$ cat src/rtl/vending_pkg.sv
// Shared coin encoding, coin values in cents and dispenser FSM states.
package vending_pkg;

  typedef enum logic [1:0] {
    COIN_NICKEL  = 2'd0,
    COIN_DIME    = 2'd1,
    COIN_QUARTER = 2'd2,
    COIN_DOLLAR  = 2'd3
  } coin_e;

  localparam logic [6:0] VAL_NICKEL  = 7'd5;
  localparam logic [6:0] VAL_DIME    = 7'd10;
  localparam logic [6:0] VAL_QUARTER = 7'd25;
  localparam logic [6:0] VAL_DOLLAR  = 7'd100;

  typedef enum logic [1:0] {
    ST_IDLE   = 2'd0,
    ST_SELECT = 2'd1,
    ST_ISSUE  = 2'd2,
    ST_GAP    = 2'd3
  } state_e;

  function automatic logic [6:0] coin_value(input logic [1:0] code);
    logic [6:0] v;
    case (code)
      COIN_NICKEL:  v = VAL_NICKEL;
      COIN_DIME:    v = VAL_DIME;
      COIN_QUARTER: v = VAL_QUARTER;
      COIN_DOLLAR:  v = VAL_DOLLAR;
      default:      v = VAL_NICKEL;
    endcase
    return v;
  endfunction

endpackage

$ cat src/rtl/coin_select.sv
// Greedy coin choice for a given remainder. Macro DOLLAR_COIN_EN makes the
// 100-cent coin eligible; otherwise the quarter is the largest coin.
module coin_select
  import vending_pkg::*;
#(
  parameter int WIDTH = 16
) (
  input  logic [WIDTH-1:0] i_remainder,
  output logic [1:0]       o_coin_type,
  output logic [WIDTH-1:0] o_coin_value,
  output logic             o_invalid
);

  logic [1:0] w_type;

  // Largest eligible coin not exceeding the remainder
  always_comb begin
    w_type = COIN_NICKEL;
`ifdef DOLLAR_COIN_EN
    if (i_remainder >= WIDTH'(VAL_DOLLAR)) begin
      w_type = COIN_DOLLAR;
    end else if (i_remainder >= WIDTH'(VAL_QUARTER)) begin
      w_type = COIN_QUARTER;
    end else if (i_remainder >= WIDTH'(VAL_DIME)) begin
      w_type = COIN_DIME;
    end else begin
      w_type = COIN_NICKEL;
    end
`else
    if (i_remainder >= WIDTH'(VAL_QUARTER)) begin
      w_type = COIN_QUARTER;
    end else if (i_remainder >= WIDTH'(VAL_DIME)) begin
      w_type = COIN_DIME;
    end else begin
      w_type = COIN_NICKEL;
    end
`endif
  end

  assign o_coin_type  = w_type;
  assign o_coin_value = WIDTH'(coin_value(w_type));
  // A non-zero remainder below the smallest coin cannot be paid out
  assign o_invalid    = (i_remainder != '0) && (i_remainder < WIDTH'(VAL_NICKEL));

endmodule

$ cat src/rtl/change_dispenser.sv
// Dispenses a change amount as a greedy sequence of coins through a
// valid/ready hopper handshake. Macro DOLLAR_COIN_EN enables the dollar coin.
module change_dispenser
  import vending_pkg::*;
#(
  parameter int WIDTH    = 16,
  parameter int COIN_GAP = 2
) (
  input  logic             clk,
  input  logic             reset,
  input  logic             change_valid,
  input  logic [WIDTH-1:0] change,
  output logic             busy,
  output logic             coin_valid,
  output logic [1:0]       coin_type,
  input  logic             coin_ready,
  output logic [WIDTH-1:0] remainder,
  output logic [7:0]       coin_count,
  output logic             done,
  output logic             error
);

  localparam int GW = (COIN_GAP > 1) ? $clog2(COIN_GAP) : 1;
  localparam logic [GW-1:0] GAP_LOAD = (COIN_GAP > 0) ? GW'(COIN_GAP - 1) : '0;

  state_e           r_state;
  logic             r_busy;
  logic             r_coin_valid;
  logic [1:0]       r_coin_type;
  logic [WIDTH-1:0] r_coin_value;
  logic [WIDTH-1:0] r_remainder;
  logic [7:0]       r_coin_count;
  logic             r_done;
  logic             r_error;
  logic [GW-1:0]    r_gap_cnt;

  logic [1:0]       w_sel_type;
  logic [WIDTH-1:0] w_sel_value;
  logic             w_invalid;

  coin_select #(.WIDTH(WIDTH)) u_coin_select (
    .i_remainder  (r_remainder),
    .o_coin_type  (w_sel_type),
    .o_coin_value (w_sel_value),
    .o_invalid    (w_invalid)
  );

  // Dispenser FSM with all outputs registered
  always_ff @(posedge clk) begin
    if (reset) begin
      r_state      <= ST_IDLE;
      r_busy       <= 1'b0;
      r_coin_valid <= 1'b0;
      r_coin_type  <= 2'd0;
      r_coin_value <= '0;
      r_remainder  <= '0;
      r_coin_count <= 8'd0;
      r_done       <= 1'b0;
      r_error      <= 1'b0;
      r_gap_cnt    <= '0;
    end else begin
      r_done  <= 1'b0;
      r_error <= 1'b0;
      case (r_state)
        ST_IDLE: begin
          if (change_valid) begin
            if (change != '0) begin
              r_remainder  <= change;
              r_coin_count <= 8'd0;
              r_busy       <= 1'b1;
              r_state      <= ST_SELECT;
            end else begin
              r_done <= 1'b1;
            end
          end
        end
        ST_SELECT: begin
          if (r_remainder == '0) begin
            r_done  <= 1'b1;
            r_busy  <= 1'b0;
            r_state <= ST_IDLE;
          end else if (w_invalid) begin
            r_error     <= 1'b1;
            r_remainder <= '0;
            r_busy      <= 1'b0;
            r_state     <= ST_IDLE;
          end else begin
            r_coin_type  <= w_sel_type;
            r_coin_value <= w_sel_value;
            r_coin_valid <= 1'b1;
            r_state      <= ST_ISSUE;
          end
        end
        ST_ISSUE: begin
          if (coin_ready) begin
            // Selection guarantees the coin value never exceeds the remainder
            r_remainder  <= r_remainder - r_coin_value;
            r_coin_count <= (r_coin_count == 8'd255) ? 8'd255 : r_coin_count + 8'd1;
            r_coin_valid <= 1'b0;
            if (COIN_GAP == 0) begin
              r_state <= ST_SELECT;
            end else begin
              r_gap_cnt <= GAP_LOAD;
              r_state   <= ST_GAP;
            end
          end
        end
        ST_GAP: begin
          if (r_gap_cnt == '0) begin
            r_state <= ST_SELECT;
          end else begin
            r_gap_cnt <= r_gap_cnt - GW'(1);
          end
        end
        default: begin
          r_state      <= ST_IDLE;
          r_busy       <= 1'b0;
          r_coin_valid <= 1'b0;
        end
      endcase
    end
  end

  assign busy       = r_busy;
  assign coin_valid = r_coin_valid;
  assign coin_type  = r_coin_type;
  assign remainder  = r_remainder;
  assign coin_count = r_coin_count;
  assign done       = r_done;
  assign error      = r_error;

endmodule

$ cat config.mk
export PLATFORM = sky130hd
export DESIGN_NAME = change_dispenser
export DESIGN_NICKNAME = d
export VERILOG_FILES = /design/src/rtl/vending_pkg.sv /design/src/rtl/coin_select.sv /design/src/rtl/change_dispenser.sv
export SDC_FILE = /design/constraint.sdc
export NUM_CORES = 1
export LEC_CHECK = 0
export BUFFER_PORTS_ARGS = -buffer_cell sky130_fd_sc_hd__buf_4
export CORE_MARGIN = 4
export CORE_UTILIZATION = 59
export CTS_CLUSTER_SIZE = 24
export DETAILED_ROUTE_END_ITERATION = 12
export GPL_TIMING_DRIVEN = 0
export PLACE_DENSITY = 0.85
export SLEW_MARGIN = 20
export SYNTH_ARGS = -nofsm -noshare
export SYNTH_HDL_FRONTEND = slang
export SYNTH_SLANG_ARGS = --single-unit
$ cat constraint.sdc
create_clock -name clk -period 4.9 [get_ports clk]
set_clock_uncertainty 0.05 [all_clocks]
set_input_delay 0.49 -clock clk [delete_from_list [all_inputs] [get_ports clk]]
set_output_delay 0.49 -clock clk [all_outputs]
set_load 0.05 [all_outputs]
# Word level (Yosys, flattened, before mapping)
# Cells that the tools add are included.
[word_totals] register_bits=40 inputBits=20 output_inout_bits=30 word_cells=91
[classes] add_sub_neg=3 order_cmp=3 n_eq_ne=15 mux=38 n_bitwise=3 n_reduce_logical=19
[ops] operator="two-way mux 16 bit" count=5
[ops] operator="case mux 16 bit (3 select lines)" count=1
[ops] operator="two-way mux 8 bit" count=4
[ops] operator="nonzero test 16 bit" count=2
[ops] operator="case mux 7 bit (4 select lines)" count=1
[ops] operator=">= comparator 16 x 4 -> 1 bit (second input constant)" count=1
[ops] operator=">= comparator 16 x 5 -> 1 bit (second input constant)" count=1
[ops] operator="zero test 16 bit" count=1
[ops] operator="< comparator 16 x 3 -> 1 bit (second input constant)" count=1
[ops] operator="case mux 8 bit (2 select lines)" count=1
[ops] operator="AND reduction 4 bit" count=4
[ops] operator="subtractor 16 x 7 -> 16 bit" count=1
[ops] operator="two-way mux 1 bit" count=14
[ops] operator="two-way mux 2 bit" count=7
[ops] operator="!= test 2 bit (second input constant)" count=6
[ops] operator="adder 8 x 1 -> 8 bit (second input constant)" count=1
[ops] operator="equality test 2 bit (second input constant)" count=4
[ops] operator="equality test 8 bit (second input constant)" count=1
[ops] operator="case mux 1 bit (2 select lines)" count=4
[ops] operator="case mux 2 bit (4 select lines)" count=1
[ops] operator="nonzero test 2 bit" count=4
[ops] operator="AND reduction 6 bit" count=1
[ops] operator="equality test 2 x 1 -> 1 bit (second input constant)" count=2
[ops] operator="zero test 2 bit" count=2
[ops] operator="other kinds (9)" count=11

# Logic depth before layout (Yosys ltp)
[logic_depth] ltp_word=5 mapped_depth=9 ltp_nobuf=9

# Cells and area by module
# From an unflattened synthesis, not the netlist that was laid out.
[unflattened] hier_cells=417 hier_area_um2=3390.8
[modules_own_cells] mod="change_dispenser" n_inst=1 cells_each=386 area_each_um2=3169.3
[modules_own_cells] mod="coin_select" n_inst=1 cells_each=31 area_each_um2=221.5

# Worst setup path after synthesis
# No wires, ideal clock.
[synth_timing] path_type="reg2reg" startpoint="register r_remainder[10] (netlist: remainder[10])" endpoint="register r_remainder[3] (netlist: remainder[3])" setup_time_ns=0.131 arrival_time_ns=2.376 required_ns=4.719 slack_ns=2.342 stages_incl_launch_ff=8 synth_period_minus_slack_ns=2.558 cell_sequence="dfxtp_1 or4_4 nor3_4 nand3_2 a2111o_1 buf_2 a311oi_2 nor3_2"
[synth_between] elab_chain_cells=4
[synth_rtl] element="from (decl)" line="change_dispenser.sv:31" source="logic [WIDTH-1:0] r_remainder;"
[synth_rtl] element="from (signal assigned)" line="change_dispenser.sv:68" source="r_remainder <= change;"
[synth_rtl] element="from (signal assigned)" line="change_dispenser.sv:97" source="r_remainder <= r_remainder - r_coin_value;"
[synth_rtl] element="< comparator 16 x 3 -> 1 bit or nonzero test 16 bit (tied branches)" line="coin_select.sv:43" source="assign o_invalid = (i_remainder != '0) && (i_remainder < WIDTH'(VAL_NICKEL));"
[synth_rtl] element="logical AND 1 bit" line="coin_select.sv:43"
[synth_rtl] element="!= test 2 x 1 -> 1 bit (no source line)"
[synth_rtl] element="AND reduction 6 bit (no source line) (*)"
# Every way passes the cells marked *; elsewhere a longest branch is shown, timed or not.
# A chain may end at the register's enable or synchronous reset.

# Worst setup path after layout
[layout_timing] startpoint="register r_remainder[7] (netlist: remainder[7])" endpoint="register r_remainder[11] (netlist: remainder[11])"
[layout_between] elab_chain_cells=4
[layout_rtl] element="< comparator 16 x 3 -> 1 bit or nonzero test 16 bit (tied branches)" line="coin_select.sv:43"
[layout_rtl] element="logical AND 1 bit" line="coin_select.sv:43"
[layout_rtl] element="!= test 2 x 1 -> 1 bit (no source line)"
[layout_rtl] element="AND reduction 6 bit (no source line)"
# Several ways; a longest one is shown, not always the timed one. The select of a mux whose other input is x is not followed.

==> results list <==
- Max-cap violations: 0
* Warnings from Yosys: 0
- Via count of the first global-routing pass: 2316
- Cell at the root of the clock tree: sky130_fd_sc_hd__clkbuf_8
- Power per standard cell area: 448 mW/mm2
* Die X: 72.1 um
* CTS tree: yes
- Max H-tree Level: 2
* Maximum net fanout on the critical path: 10
- Worst-margin pin slew: 0.782 ns
* Layout Cell Area excl Fill: 0.00296 mm2
- Post-synthesis cell area: 0.00242 mm2
- The slowest stage of the critical path is the sky130_fd_sc_hd__a2111oi_4 cell.
* Worst slack after detailed placement: 2.19 ns
* Clock Pin Slew Worst Setup and Hold Paths: 0.09 ns
- Critical path capture point type: flip-flop
- CTS-repair resized insts: 0
- Measured against its own limit, the worst slew margin works out to 47.4%.
- For the worst setup path, the data required time is 5.04 ns.
- Final setup TNS: 0 ns
- The clock passes through at most 2 buffers.
* Layout Area Growth over Synthesis: 22.2%
- The first global-routing pass estimated 11100 um of wire.
- Global routing used 27.2% of the available tracks.
- Setup violations remaining at the end of the flow were counted as 0.
* FP Rows: 23
- Total gr overflow: 0
* Leakage dissipation: 1.19 nW
- I/O pins: 50
- Total vias in the final route: 2627
- Setup repair after global routing left no endpoint under its margin.
- Worst path cell trace: or3_1, buf_6, nor3_4, nand3_2, a2111oi_4, buf_6, o2bb2ai_1, o2bb2ai_1
- Grouping stages by cell kind, the critical path spends the most delay in compound AO/OA/AOI/OAI gates.
- Counting I/O delays and the setup requirement, the final critical path takes 2.78 ns.
- Total Routed Length: 7080 um
* Reg-to-reg critical path startpoint: remainder[7]
- In this run, post-CTS hold repair placed 0 buffers.
- Using the TritonRoute via totals, the vias-per-cell ratio works out to 6.44.
* Sequential cell area fraction in the yosys report: 30.6%
- Flop-to-flop setup slack: 2.12 ns
- Utilization after layout: 74.0%
- Area of the core: 0.00400 mm2
- Counting tap cells, the placed design contains a total of 400 instances.
- Total setup buffers inserted after CTS: 0
- The critical path is of the flip-flop to flip-flop type.
* Area post-placement: 0.00285 mm2
- Buffers inserted during clock tree synthesis total 5.
* Final-layout worst hold slack: 0.399 ns
* Leading post-synthesis cells by cell area: sky130_fd_sc_hd__dfxtp_1, sky130_fd_sc_hd__ha_1, sky130_fd_sc_hd__nor2_1
- After detailed routing, the number of remaining DRC violations is 0.
- Worst vdd rail ir drop: 0.000260 V
- Number of synthesized register bits: 37
- The largest single stage delay on the critical path is 0.76 ns.
- Total Nets Final: 391
- Destination of the worst register-to-register timing path: remainder[11]
- Routed WL per cell: 17.4 um
- Total number of clock tree sinks: 37
* Diode insertion count for antenna repair: 0
* Outcome: finished, final reports clean
- Total chip power: 1.33 mW
* Most numerous cell in the Yosys netlist: sky130_fd_sc_hd__nor2_1
- For the worst setup path, the data arrival time is 2.93 ns.
- The hold violation count in the final report is 0.
- Number of nets in the synthesized netlist: 336
- Tracing the worst setup path back leads to its startpoint at remainder[7].
* Detailed placer's ending HPWL: 5280 um
* Synthesized instance count: 302
- In the post-route analysis, the smallest setup slack over all paths is 2.12 ns.
* Stages on the worst setup path: 8
* Cell taking the most area after synthesis: sky130_fd_sc_hd__dfxtp_1
* Pin count of the biggest net entering global routing: 14
- Final Cycle Share: 56.8%
* Share of cells above drive strength 1: 21.2%
- After synthesis, the mean cell area works out to 8.03 um2.
* Area of the die: 0.00520 mm2
- Commonest register cell after synthesis: sky130_fd_sc_hd__dfxtp_1
* Final Instance Count excl. Fillers: 408
- Drt pass-1 iters: 5
* Worst min path class: input pin to flip-flop
* Number of fillers in the final layout: 315
- Of all flip-flops after synthesis, the portion carrying an async set or reset was 0%.
- At the later pin of the worst-skew pair, clock insertion delay measures 0.30 ns.
- Maximum operating frequency: 359 MHz
* DIE HEIGHT: 72.1 um
- Of the post-synthesis cell area, the dominant cell type holds 30.6%.
- Critical Path End: remainder[11]
* Initial Util: 60.6%
- EDFF count, synth: 0
- Input and output buffers added on the ports amount to 48.
- Total count of max-transition violations in the final report: 0
- The number of buffers and inverters on the critical path is 2.
- Type of element launching the critical path: flip-flop
* Weighted congestion at the end of routability-driven global placement: 0.929
- Post-detailed-route count of antenna-violating nets: 0
- In the synthesized netlist, the cells that appear most often are sky130_fd_sc_hd__nor2_1, sky130_fd_sc_hd__dfxtp_1, sky130_fd_sc_hd__a21oi_1.
* Number of different library cells in the post-synthesis netlist: 61
* Number of antenna violations at the first check in global routing: 0
- Register-to-Register Path Depth: 8
* Iteration-0 DRC count of the detailed router: 249
## logic make-up (layout without fill, tap and decap cells)
logic type / after synthesis / count (layout) / synth area share (%)
compound gates: 100 / 100 / 29.4
xor+xnor: 2 / 2 / 0.723
fa+ha+maj: 14 / 14 / 7.54
buf+inv: 29 / 85 / 5.52
flops: 37 / 37 / 30.6
mux: 3 / 3 / 1.29
simple gates: 117 / 117 / 24.9
## worst min-delay path by stage
stage                      end       startpoint  depth (start not counted)
5_1_grt          remainder[13]       change[13]                          3
3_3_place_gp        coin_valid       coin_valid                          2
4_1_cts          remainder[13]       change[13]                          3
6_report         remainder[13]       change[13]                          3
3_5_place_dp      coin_type[1]     coin_type[1]                          2
2_1_floorplan  r_coin_value[3]  r_coin_value[3]                          2
## flip-flops by register name, indices dropped and copies added (netlist names)
register	count
r_coin_value	4
coin_type	2
error	1
remainder	16
coin_valid	1
done	1
busy	1
r_gap_cnt	1
r_state	2
coin_count	8
## metal layers
| layer | routed length (um) | track usage [%] | share of wire, % | up-vias |
|---|---|---|---|---|
| li1 | - | - | - | 1242 |
| met3 | 612 | 6.09 | 8.6 | 21 |
| met5 | 0 | 0 | 0 | - |
| met1 | 3110 | 36.9 | 44 | 1209 |
| met2 | 3180 | 41.5 | 45 | 155 |
| met4 | 178 | 11.7 | 2.5 | 0 |
## cell usage in the layout (no fill, tap or decap), drive strengths merged, types with 8 or more instances in the layout
master  synthesis  layout
a211oi          9       9
buf             8      56
a21oi          22      22
dfxtp          37      37
nor2           39      39
clkbuf          6      11
ha             13      13
nand2          21      21
nor3           15      15
o21ai          18      18
nand3           8       8
inv            15      15
## worst min-delay path: cells and delay by family
family | cells | cell delay (ns)
compound gates | 1 | 0.07
buf+inv | 1 | 0.08
simple gates | 1 | 0.08
## power breakdown
part,internal [mW],total [mW],switching (mW)
sequential,0.338,0.387,0.0486
clock,0.152,0.276,0.124
combinational,0.235,0.662,0.427
total,0.726,1.33,0.600
## final cells by class
cell class / count / area [um2] / share of cell area, %
tap: 50 / 62.6 / 2.11
multi-input combinational: 236 / 1550 / 52.3
clock inverter: 3 / 46.3 / 1.56
sequential: 37 / 741 / 25.0
clock buffer: 5 / 68.8 / 2.32
inverter: 15 / 56.3 / 1.90
buffer: 14 / 77.6 / 2.62
timing repair buffer: 48 / 360 / 12.2
Note: power is estimated with default switching activity, not from simulation.
